$ cat config.mk
export PLATFORM = sky130hd
export DESIGN_NAME = ddr_a2m_reqarb
export DESIGN_NICKNAME = d
export VERILOG_FILES = /design/src/rtl/ddr_a2m_pkg.sv /design/src/rtl/ddr_a2m_reqfifo.sv /design/src/rtl/ddr_a2m_reqarb.sv
export SDC_FILE = /design/constraint.sdc
export NUM_CORES = 1
export LEC_CHECK = 0
export BUFFER_PORTS_ARGS = -buffer_cell sky130_fd_sc_hd__buf_2
export CAP_MARGIN = 20
export CORE_MARGIN = 4
export CORE_UTILIZATION = 65
export CTS_BUF_LIST = sky130_fd_sc_hd__clkbuf_4 sky130_fd_sc_hd__clkbuf_8 sky130_fd_sc_hd__clkbuf_16
export DETAILED_ROUTE_END_ITERATION = 8
export GPL_ROUTABILITY_DRIVEN = 1
export GPL_TIMING_DRIVEN = 0
export PLACE_DENSITY = 0.84
export SYNTH_ARGS = -nofsm -noshare
export SYNTH_HDL_FRONTEND = slang
export SYNTH_SLANG_ARGS = --single-unit
$ cat constraint.sdc
create_clock -name CLK -period 24.5 [get_ports CLK]
set_input_delay 7.35 -clock CLK [delete_from_list [all_inputs] [get_ports CLK]]
set_output_delay 7.35 -clock CLK [all_outputs]
set_load 0.005 [all_outputs]
$ cat src/rtl/ddr_a2m_pkg.sv
// ddr_a2m_pkg: shared encodings and the fixed-width part of the request
// record used by the DDR AXI->MBA request front end.
package ddr_a2m_pkg;

    // Direction of the presented request (AXDIR)
    localparam logic C_DIR_WR = 1'b0;
    localparam logic C_DIR_RD = 1'b1;

    // AXI burst type encodings
    typedef enum logic [1:0] {
        C_BURST_FIXED = 2'b00,
        C_BURST_INCR  = 2'b01,
        C_BURST_WRAP  = 2'b10
    } axburst_e;

    // Fixed-width tail of the request record {id, addr, len, size, burst, lock}.
    // The id/addr head depends on module parameters and is declared in the top.
    // Burst is kept as raw bits so the reserved code passes through untouched.
    typedef struct packed {
        logic [7:0] len;
        logic [2:0] size;
        logic [1:0] burst;
        logic       lock;
    } req_ctl_t;

endpackage

$ cat src/rtl/ddr_a2m_reqfifo.sv
// ddr_a2m_reqfifo: circular request queue of 2**P_FIFOD entries. Besides the
// head and occupancy it exposes a per-slot valid vector and all slots
// flattened, so a caller can compare against every queued entry.
module ddr_a2m_reqfifo #(
    parameter int P_FIFOD = 3,
    parameter int P_DW    = 8
) (
    input  logic                          clk,
    input  logic                          rst,
    input  logic                          push_i,
    input  logic [P_DW-1:0]               din_i,
    input  logic                          pop_i,
    output logic [P_DW-1:0]               head_o,
    output logic [P_FIFOD:0]              cnt_o,
    output logic [2**P_FIFOD-1:0]         vld_o,
    output logic [(2**P_FIFOD)*P_DW-1:0]  ents_o
);
    localparam int C_DEPTH = 2 ** P_FIFOD;

    logic [P_DW-1:0]    mem_q [C_DEPTH];
    logic [P_FIFOD-1:0] wp_q, rp_q;
    logic [P_FIFOD:0]   cnt_q;

    // Pointers and occupancy; the caller never pushes when full or pops when empty
    always_ff @(posedge clk) begin
        if (rst) begin
            wp_q  <= '0;
            rp_q  <= '0;
            cnt_q <= '0;
        end else begin
            if (push_i) wp_q <= wp_q + P_FIFOD'(1);
            if (pop_i)  rp_q <= rp_q + P_FIFOD'(1);
            cnt_q <= cnt_q + (P_FIFOD+1)'(push_i) - (P_FIFOD+1)'(pop_i);
        end
    end

    // Entry storage (data only, not reset)
    always_ff @(posedge clk) begin
        if (push_i) mem_q[wp_q] <= din_i;
    end

    assign head_o = mem_q[rp_q];
    assign cnt_o  = cnt_q;

    // A slot is live when its distance from the read pointer is below the count
    always_comb begin
        logic [P_FIFOD-1:0] off;
        vld_o = '0;
        off   = '0;
        for (int i = 0; i < C_DEPTH; i++) begin
            off      = P_FIFOD'(i) - rp_q;
            vld_o[i] = ({1'b0, off} < cnt_q);
        end
    end

    for (genvar g = 0; g < C_DEPTH; g++) begin : g_ents
        assign ents_o[g*P_DW +: P_DW] = mem_q[g];
    end

endmodule

$ cat src/rtl/ddr_a2m_reqarb.sv
// ddr_a2m_reqarb: AW/AR request queues, read/write arbiter and a one-entry
// output register presented on the RE/EMPTY pop interface.
// Optional build macro: DDR_A2M_RAW_HAZARD_EN (read-after-write line hazard block).
module ddr_a2m_reqarb
    import ddr_a2m_pkg::*;
#(
    parameter int P_FIFOD  = 3,
    parameter int P_WIW    = 8,
    parameter int P_RIW    = 8,
    parameter int P_AW     = 40,
    parameter int P_RDPRI  = 1,
    parameter int P_STARVE = 8,
    parameter int P_LINE   = 6
) (
    input  logic                                        CLK,
    input  logic                                        RESET,
    input  logic [P_WIW-1:0]                            AWID,
    input  logic [P_AW-1:0]                             AWADDR,
    input  logic [7:0]                                  AWLEN,
    input  logic [2:0]                                  AWSIZE,
    input  logic [1:0]                                  AWBURST,
    input  logic                                        AWLOCK,
    input  logic                                        AWVALID,
    output logic                                        AWREADY,
    input  logic [P_RIW-1:0]                            ARID,
    input  logic [P_AW-1:0]                             ARADDR,
    input  logic [7:0]                                  ARLEN,
    input  logic [2:0]                                  ARSIZE,
    input  logic [1:0]                                  ARBURST,
    input  logic                                        ARLOCK,
    input  logic                                        ARVALID,
    output logic                                        ARREADY,
    input  logic                                        RE,
    output logic                                        EMPTY,
    output logic [((P_WIW > P_RIW) ? P_WIW : P_RIW)-1:0] AXID,
    output logic [P_AW-1:0]                             AXADDR,
    output logic [7:0]                                  AXLEN,
    output logic [2:0]                                  AXSIZE,
    output logic [1:0]                                  AXBURST,
    output logic                                        AXLOCK,
    output logic                                        AXDIR,
    output logic [P_FIFOD:0]                            WCNT,
    output logic [P_FIFOD:0]                            RCNT
);
    localparam int               P_IW     = (P_WIW > P_RIW) ? P_WIW : P_RIW;
    localparam int               C_DEPTH  = 2 ** P_FIFOD;
    localparam logic [P_FIFOD:0] C_FULL   = (P_FIFOD+1)'(C_DEPTH);
    localparam logic [7:0]       C_STARVE = 8'(P_STARVE);

    typedef struct packed {
        logic [P_IW-1:0] id;
        logic [P_AW-1:0] addr;
        req_ctl_t        ctl;
    } req_t;

    localparam int C_RW = $bits(req_t);

    req_t                    aw_req, ar_req, wr_head, rd_head, out_q, out_d;
    logic                    out_vld_q, out_vld_d, out_dir_q, out_dir_d, last_q, last_d;
    logic [7:0]              starve_q, starve_d;
    logic [P_FIFOD:0]        wcnt, rcnt;
    logic                    aw_push, ar_push, w_elig, r_elig, grant_rd, load, hz_match;
    logic [C_DEPTH-1:0]      wr_vld, unused_rd_vld;
    logic [C_DEPTH*C_RW-1:0] wr_ents, unused_rd_ents;

    // Ready depends only on the registered counts and reset, never on VALID
    assign AWREADY = ~RESET & (wcnt != C_FULL);
    assign ARREADY = ~RESET & (rcnt != C_FULL);
    assign aw_push = AWVALID & AWREADY;
    assign ar_push = ARVALID & ARREADY;

    // Pack incoming AW/AR beats into the common record, ids zero-extended
    always_comb begin
        aw_req     = '0;
        ar_req     = '0;
        aw_req.id  = P_IW'(AWID);
        aw_req.addr = AWADDR;
        aw_req.ctl = '{len: AWLEN, size: AWSIZE, burst: AWBURST, lock: AWLOCK};
        ar_req.id  = P_IW'(ARID);
        ar_req.addr = ARADDR;
        ar_req.ctl = '{len: ARLEN, size: ARSIZE, burst: ARBURST, lock: ARLOCK};
    end

    ddr_a2m_reqfifo #(.P_FIFOD(P_FIFOD), .P_DW(C_RW)) u_wq (
        .clk(CLK), .rst(RESET), .push_i(aw_push), .din_i(aw_req),
        .pop_i(load & ~grant_rd), .head_o(wr_head), .cnt_o(wcnt),
        .vld_o(wr_vld), .ents_o(wr_ents)
    );

    ddr_a2m_reqfifo #(.P_FIFOD(P_FIFOD), .P_DW(C_RW)) u_rq (
        .clk(CLK), .rst(RESET), .push_i(ar_push), .din_i(ar_req),
        .pop_i(load & grant_rd), .head_o(rd_head), .cnt_o(rcnt),
        .vld_o(unused_rd_vld), .ents_o(unused_rd_ents)
    );

`ifdef DDR_A2M_RAW_HAZARD_EN
    // Read head blocked while any queued or presented write hits its line
    always_comb begin
        req_t ent;
        hz_match = 1'b0;
        ent      = '0;
        for (int i = 0; i < C_DEPTH; i++) begin
            ent = req_t'(wr_ents[i*C_RW +: C_RW]);
            if (wr_vld[i] && (ent.addr[P_AW-1:P_LINE] == rd_head.addr[P_AW-1:P_LINE]))
                hz_match = 1'b1;
        end
        if (out_vld_q && (out_dir_q == C_DIR_WR) &&
            (out_q.addr[P_AW-1:P_LINE] == rd_head.addr[P_AW-1:P_LINE]))
            hz_match = 1'b1;
    end
`else
    logic unused_hz;
    assign unused_hz = ^{wr_vld, wr_ents};
    assign hz_match  = 1'b0;
`endif

    // Eligibility, winner selection and output-register load decision
    always_comb begin
        w_elig = (wcnt != '0);
        r_elig = (rcnt != '0) & ~hz_match;
        if (w_elig && r_elig) begin
            if (P_RDPRI != 0) grant_rd = (starve_q != C_STARVE);
            else              grant_rd = (last_q == C_DIR_WR);
        end else begin
            grant_rd = r_elig;
        end
        load = (~out_vld_q | RE) & (w_elig | r_elig);
    end

    // Next state of output register, starvation count and round-robin flag
    always_comb begin
        out_d     = out_q;
        out_vld_d = out_vld_q;
        out_dir_d = out_dir_q;
        last_d    = last_q;
        starve_d  = starve_q;
        if (load) begin
            out_vld_d = 1'b1;
            out_dir_d = grant_rd ? C_DIR_RD : C_DIR_WR;
            out_d     = grant_rd ? rd_head : wr_head;
            last_d    = ~last_q;
        end else if (RE) begin
            out_vld_d = 1'b0;
        end
        if (wcnt == '0)             starve_d = '0;
        else if (load && !grant_rd) starve_d = '0;
        else if (load && grant_rd)  starve_d = starve_q + 8'd1;
    end

    // Arbiter state registers
    always_ff @(posedge CLK) begin
        if (RESET) begin
            out_q     <= '0;
            out_vld_q <= 1'b0;
            out_dir_q <= C_DIR_WR;
            last_q    <= C_DIR_RD;
            starve_q  <= '0;
        end else begin
            out_q     <= out_d;
            out_vld_q <= out_vld_d;
            out_dir_q <= out_dir_d;
            last_q    <= last_d;
            starve_q  <= starve_d;
        end
    end

    assign EMPTY   = ~out_vld_q;
    assign AXID    = out_q.id;
    assign AXADDR  = out_q.addr;
    assign AXLEN   = out_q.ctl.len;
    assign AXSIZE  = out_q.ctl.size;
    assign AXBURST = out_q.ctl.burst;
    assign AXLOCK  = out_q.ctl.lock;
    assign AXDIR   = out_dir_q;
    assign WCNT    = wcnt;
    assign RCNT    = rcnt;

endmodule

==> results by group, run 1 <==
CTS
  • Post CTS Setup Buffer Count: 0
  • CTS Hold Bufs: 0
  • Clock sink count: roughly 1100
  • Max clock buf depth: 3
  • Cts repair resizes: 0
  • Clock Pin Slew Worst Setup and Hold Paths: 0.06 ns
  • Clk root buf: clkbuf_16
  • CTS tree: built
  • Total CTS buffers: ~100
  • Clock latency on the worst-skew pair: roughly 0.67 ns
  • H-tree Lvls: 3

Critical path
  • Worst EP required: about 17 ns
  • Setup CP Type: primary input to output port
  • R2R setup slack: between 20 and 25 ns
  • Startpoint Class: primary input
  • R2R Path End: u_wq.mem_q[0][46]
  • Crit Path Max Fanout: 10
  • CP peak stage delay: about 0.6 ns
  • Critical-path top delay cell: clkbuf_1
  • Crit-path cells: buf_2 > clkbuf_1 > clkbuf_1 > nor2b_1 > buf_2
  • Worst path arrival time: just under 9 ns
  • R2R depth: 9
  • CP endpoint kind: output port
  • RR Startpoint: u_wq.cnt_o[2]

STA
  • Slew headroom: 28.90%
  • RSZ-0062 raised after global routing: no
  • F_max: around 62 MHz
  • Clock Skew: approximately 0.023 ns
  • Slew @ Worst Pin: 1.061 ns
  • Slew Viols, Final: 0
  • Final Hold Vio Count: 0
  • Crit path time final: roughly 16 ns
  • Count of final setup violators: 0
  • Setup TNS: 0 ns
  • Period utilisation layout: about 66%

Synthesis
  • Mux cell area share after synthesis: approximately 17%
  • Synth Area in Compound Gates: under 10%
  • Fraction of registers with async set or reset after synthesis: 0%
  • Gate Count Post-Synth: roughly 2000
  • Post-Synth XOR/XNOR Area: less than 1%
  • Synth Area in Adders: less than 1%
  • Syn avg cell area: 21.42 sq um
  • Number of synthesized flops with an enable pin: 992
  • Cell area after synthesis: between 40000 and 50000 sq um
  • Register area share after synthesis: approximately three quarters
  • Synth Register Bits: roughly 1100
  • Top-count cell post-synth: edfxtp_1
  • Synth cell types: between 40 and 50
  • Post-synth net total: 2092
  • Post-Synth Simple-Gate Area: under 10%
  • Synth warn: 0
  • Prevailing post-synth register cell: edfxtp_1
  • Cell taking the most area after synthesis: edfxtp_1
  • Largest family of logic cells by synthesized area: multiplexers
  • Post-synth top area share: between 70 and 80%
  • Top post-synthesis cells by count: edfxtp_1 (992), mux4_2 (248), mux2_2 (124)
  • Synth top area cells: edfxtp_1 (72%), mux4_2 (13%), dfxtp_1 (4.7%)

Min path
  • Hold Path Class: flip-flop to flip-flop
  • WHS Path Cells: 2
  • Min-delay src: u_rq.rp_q[2]
  • Worst Hold End: u_rq.rp_q[2]

Detailed routing
  • Antenna viol nets, final: 0
  • Total wire length: slightly above 100000 um
  • Initial DRC count: roughly 2800
  • Drt drc: 0
  • Routed WL per cell: around 31 um
  • Via density: between 6 and 7
  • Vias: roughly 22000
  • Pre-antenna DRT Iters: 6

Flow run
  • MaxCap Viol Count: 0

Floorplan
  • DIE HEIGHT: 261.1 um
  • Core Rows: just over 90
  • Total core area: between 60000 and 70000 sq um
  • # IOs: between 200 and 250
  • Starting Density: ~66%
  • Die width: around 260 um
  • Die area: 68180 sq um

Run status
  • Status: finished clean

Pwr
  • Power Density: approximately 100 nW/um^2
  • Leakage power: about 16 nW
  • Peak VDD IR: approximately 0.078 mV
  • Power after layout: 0.004936 W

Global routing
  • Gr usage total: roughly 30%
  • First-pass GRT wire length: 148300 um
  • Largest net degree at the start of global routing: 26
  • Antenna violations before repair: 18
  • GRT overflow: 0
  • Vias in the first global route: ~23000

Placement
  • Dpl hpwl: approximately 66000 um
  • IO buf count: slightly above 200
  • GPL Wtd Cong: around 0.95

Final layout
  • # nets final: between 2000 and 2500
  • Share of post-route cells with drive strength above 1: ~37%
  • Layout area overhead: 16.03%
[layer usage]
layer  track usage, %  part of all wire, %  vias to the layer above
met4            12.95                  4.9                       10
met3            8.442                   11                      309
li1                 -                    -                     8942
met5                0                0.060                        -
met2            48.56                   50                     1436
met1            39.72                   35                    11289
[where the power goes]
group	leakage (nW)	total (W)	switching (W)	internal, W
Combinational	4.14	0.00111	0.000628	0.000483
Clock	1.75	0.00162	0.000668	0.000949
Sequential	9.76	0.00221	0.0000744	0.00213
[worst max-delay path, delay by kind of cell]
family                 cells  cell delay [ns]
buffers and inverters      4             1.29
AND/OR/NAND/NOR            1             0.11
[layout by cell type, fill, tap and decap left out, types with 9 or more instances in the layout]
cell type and instances:
clkbuf_16 109, buf_12 17, clkinv_2 16, edfxtp_1 992, nand3_1 72, nor2_4 9
ha_1 17, clkbuf_1 48, buf_2 247, nor2_1 12, mux2_2 124, dfxtp_1 98
mux4_2 248, buf_1 9, clkbuf_4 28, a21oi_1 85, diode_2 14, a32oi_1 62
buf_6 54, inv_1 18, clkinv_1 15, nand2_1 11, buf_4 12
[worst max-delay path by stage]
stage          cells after the start  slack, ns  startpoint                 to
2_1_floorplan                      3       9.19       RESET            AWREADY
4_1_cts                            5       8.48       RESET            ARREADY
3_5_place_dp                       5       8.50       RESET            ARREADY
3_3_place_gp                       4       4.41       RESET  u_rq.mem_q[0][47]
6_report                           5       8.40       RESET            ARREADY
5_1_grt                            5       8.38       RESET            ARREADY
[cell type report]
type,instances,area [sq um]
clock buffer,144,3034
antenna,14,35.03
sequential,1090,31750
clock inverter,46,440.4
fill,3158,14880
tap,846,1059
inverter,18,67.56
timing repair buffer,277,2003
multi-input combinational,722,9360
buffer,114,570.5
[metrics by stage]
step | cells | cell area, sq um | utilization (%) | setup WS [ns] | hold slack (ns)
finish | 3271 | 48320 | 76.46 | 8.399 | 0.4936
detailed placement | 3067 | 44810 | 70.91 | 8.497 | 0.4914
global route | 3261 | 48300 | 76.42 | 8.378 | 0.5315
global placement | 2992 | 43710 | 69.17 | 4.408 | 0.4732
floorplan | 1944 | 41640 | - | 9.188 | 0.4529
CTS | 3257 | 48290 | 76.41 | 8.482 | 0.4945
[flip-flops by register name, summed over array words and instances, names as in the netlist, named ones only]
register / flops
u_rq.rp_q: 3
AXSIZE: 3
AXLEN: 8
AXADDR: 40
AXID: 8
starve_q: 8
u_rq.cnt_o: 4
u_rq.wp_q: 3
u_wq.rp_q: 3
out_vld_q: 1
AXDIR: 1
u_wq.mem_q: 496
AXLOCK: 1
u_wq.cnt_o: 4
u_rq.mem_q: 496
u_wq.wp_q: 3
AXBURST: 2
[cell families after synthesis]
| kind of cell | after synthesis |
|---|---|
| XOR/XNOR | 7 |
| buffers and inverters | 132 |
| AO/OA/AOI/OAI | 169 |
| AND/OR/NAND/NOR | 155 |
| adder cells (fa/ha/maj) | 19 |
| flip-flops | 1090 |
| multiplexers | 372 |
Note: power is estimated with default switching activity, not from simulation.
==> run 2: changes to the inputs <==
- CORE_UTILIZATION: 65 -> 55
- PLACE_DENSITY: 0.84 -> 0.76
- clock period: 24.5 -> 14.7 ns (I/O delays scaled with it)
==> results by group, run 2 (same netlist as run 1, synthesis figures left out) <==
Run status
  • Status: finished clean

Critical path
  • WP buf/inv: 4
  • CP endpoint kind: output port
  • Setup CP Type: primary input to output port
  • Crit-path leading delay family: buffers and inverters
  • Crit-path cells: buf_2 > clkbuf_1 > clkbuf_1 > nor2b_1 > buf_2
  • Worst EP required: 10.29 ns
  • Startpoint Class: primary input
  • Crit Path Max Fanout: 10
  • Worst path arrival time: just under 6 ns
  • Critical-path top delay cell: clkbuf_1
  • CP peak stage delay: roughly 0.54 ns

CTS
  • Clock latency on the worst-skew pair: approximately 0.66 ns
  • Cts repair resizes: 0
  • H-tree Lvls: 3
  • CTS tree: built
  • Total CTS buffers: between 100 and 150
  • CTS Hold Bufs: 0
  • Clock Pin Slew Worst Setup and Hold Paths: roughly 0.050 ns
  • Clock sink count: ~1100
  • Post CTS Setup Buffer Count: 0
  • Clk root buf: clkbuf_16
  • Max clock buf depth: 3

Placement
  • GPL Wtd Cong: 0.9025
  • Post-place setup slack: 4.551 ns
  • Dpl cell area: between 40000 and 50000 sq um
  • IO buf count: around 200
  • Dpl hpwl: about 67000 um
  • Cells after DPL: roughly 3200

Final layout
  • # nets final: approximately 2500
  • FILL cells: about 4800
  • Register area: ~32000 sq um
  • Share of post-route cells with drive strength above 1: between 30 and 40%
  • Area occupied by multi-input gates: approximately 9400 sq um
  • Post-route insts no fill: 3380
  • Final instance area: roughly 48000 sq um
  • Layout area overhead: 15.78%
  • Commonest non-fill, non-tap cells in the layout: edfxtp_1 (992), mux4_2 (248), buf_2 (247)
  • Most common cell after layout, fill and taps aside: edfxtp_1

Global routing
  • Antenna violations before repair: 23
  • Gr usage total: 24.59%
  • Vias in the first global route: approximately 22000
  • Grt met2 use: 38.96%
  • Largest net degree at the start of global routing: 26
  • GR peak layer: met2
  • GRT overflow: 0
  • First-pass GRT wire length: between 100000 and 150000 um
  • Met1 Use GR: between 30 and 40%
  • Met3 Use GR: under 10%

Floorplan
  • Die area: between 80000 and 90000 sq um
  • Core Rows: 100
  • # IOs: just over 200
  • Die width: 283.2 um
  • DIE HEIGHT: 283.2 um
  • Total core area: 74700 sq um
  • Starting Density: a little under three fifths

STA
  • Final Hold Vio Count: 0
  • Count of final setup violators: 0
  • Clock Skew: roughly 0.016 ns
  • Worst setup margin: around 4.5 ns
  • Crit path time final: between 10 and 15 ns
  • F_max: between 90 and 100 MHz
  • Slew Viols, Final: 0
  • Worst hold slack: 0.5120 ns
  • RSZ-0062 raised after global routing: no
  • Slew headroom: between 30% and 40%
  • Period utilisation layout: between 60% and 70%
  • Slew @ Worst Pin: 0.9616 ns

Pwr
  • Power Density: around 170 nW/um^2
  • Clock power share: approximately a third
  • Sequential Power Share: between 40% and 50%
  • Leakage power: 15.55 nW
  • Comb pwr share: roughly 23%
  • Peak VDD IR: around 0.14 mV
  • Int Pwr: ~0.0058 W
  • Switching Fraction: between 20% and 30%
  • Switch Pwr: 0.002211 W

Detailed routing
  • Initial DRC count: about 2400
  • Vias: roughly 21000
  • Pre-antenna DRT Iters: 8
  • Total wire length: about 100000 um
  • Via density: ~6.3
  • Routed WL per cell: just under 30 um
  • Antenna viol nets, final: 0
  • Drt drc: 0

Flow run
  • MaxCap Viol Count: 0

Min path
  • Hold Path Class: flip-flop to flip-flop
==> run 2: worst paths after layout <==
path	from	endpoint	slack (ns)	depth (start not counted)
setup / recovery	RESET	ARREADY	4.49	5
hold / removal	starve_q[7]	starve_q[7]	0.51	2
setup reg to reg	u_wq.cnt_o[2]	u_wq.mem_q[0][43]	11.08	10
hold reg to reg	starve_q[7]	starve_q[7]	0.51	2
==> run 2: layer usage <==
| metal | up-vias | routed length [um] | part of all wire (%) |
|---|---|---|---|
| li1 | 8956 | - | - |
| met1 | 11071 | 37390 | 38 |
| met2 | 1042 | 48070 | 49 |
| met3 | 199 | 9592 | 9.7 |
| met4 | 16 | 3354 | 3.4 |
| met5 | - | 93 | 0.094 |
==> run 2: power by group through the flow <==
stage	registers, W	clock network [W]	logic, W
CTS	0.00366	0.00258	0.00180
global placement	0.00374	0	0.00172
global route	0.00368	0.00273	0.00193
detailed placement	0.00372	0	0.00179
floorplan	0.00370	0	0.00113
finish	0.00367	0.00255	0.00181
==> run 2: final cells by class <==
| class | instances | share of cell area (%) |
|---|---|---|
| Buffer | 114 | 1.183 |
| Sequential cell | 1090 | 65.85 |
| Multi-Input combinational cell | 722 | 19.41 |
| Clock inverter | 36 | 0.5008 |
| Timing Repair Buffer | 275 | 4.090 |
| Inverter | 18 | 0.1401 |
| Clock buffer | 150 | 6.277 |
| Antenna cell | 6 | 0.03114 |
| Tap cell | 969 | 2.515 |
==> run 2: per-stage QoR <==
step | TNS, ns | util [%] | total power, W
floorplan | 0 | - | 0.004840
global placement | -153.79 | 58.73 | 0.005458
detailed placement | 0 | 60.15 | 0.005511
CTS | 0 | 64.53 | 0.008052
global route | 0 | 64.54 | 0.008332
finish | 0 | 64.55 | 0.008032
==> run 2: tightest hold or removal path: cells and delay by family, from the launching register on <==
| kind | cells | cell delay (ns) |
|---|---|---|
| AOI/OAI and AO/OA | 2 | 0.13 |
| DFF | 1 | 0.33 |
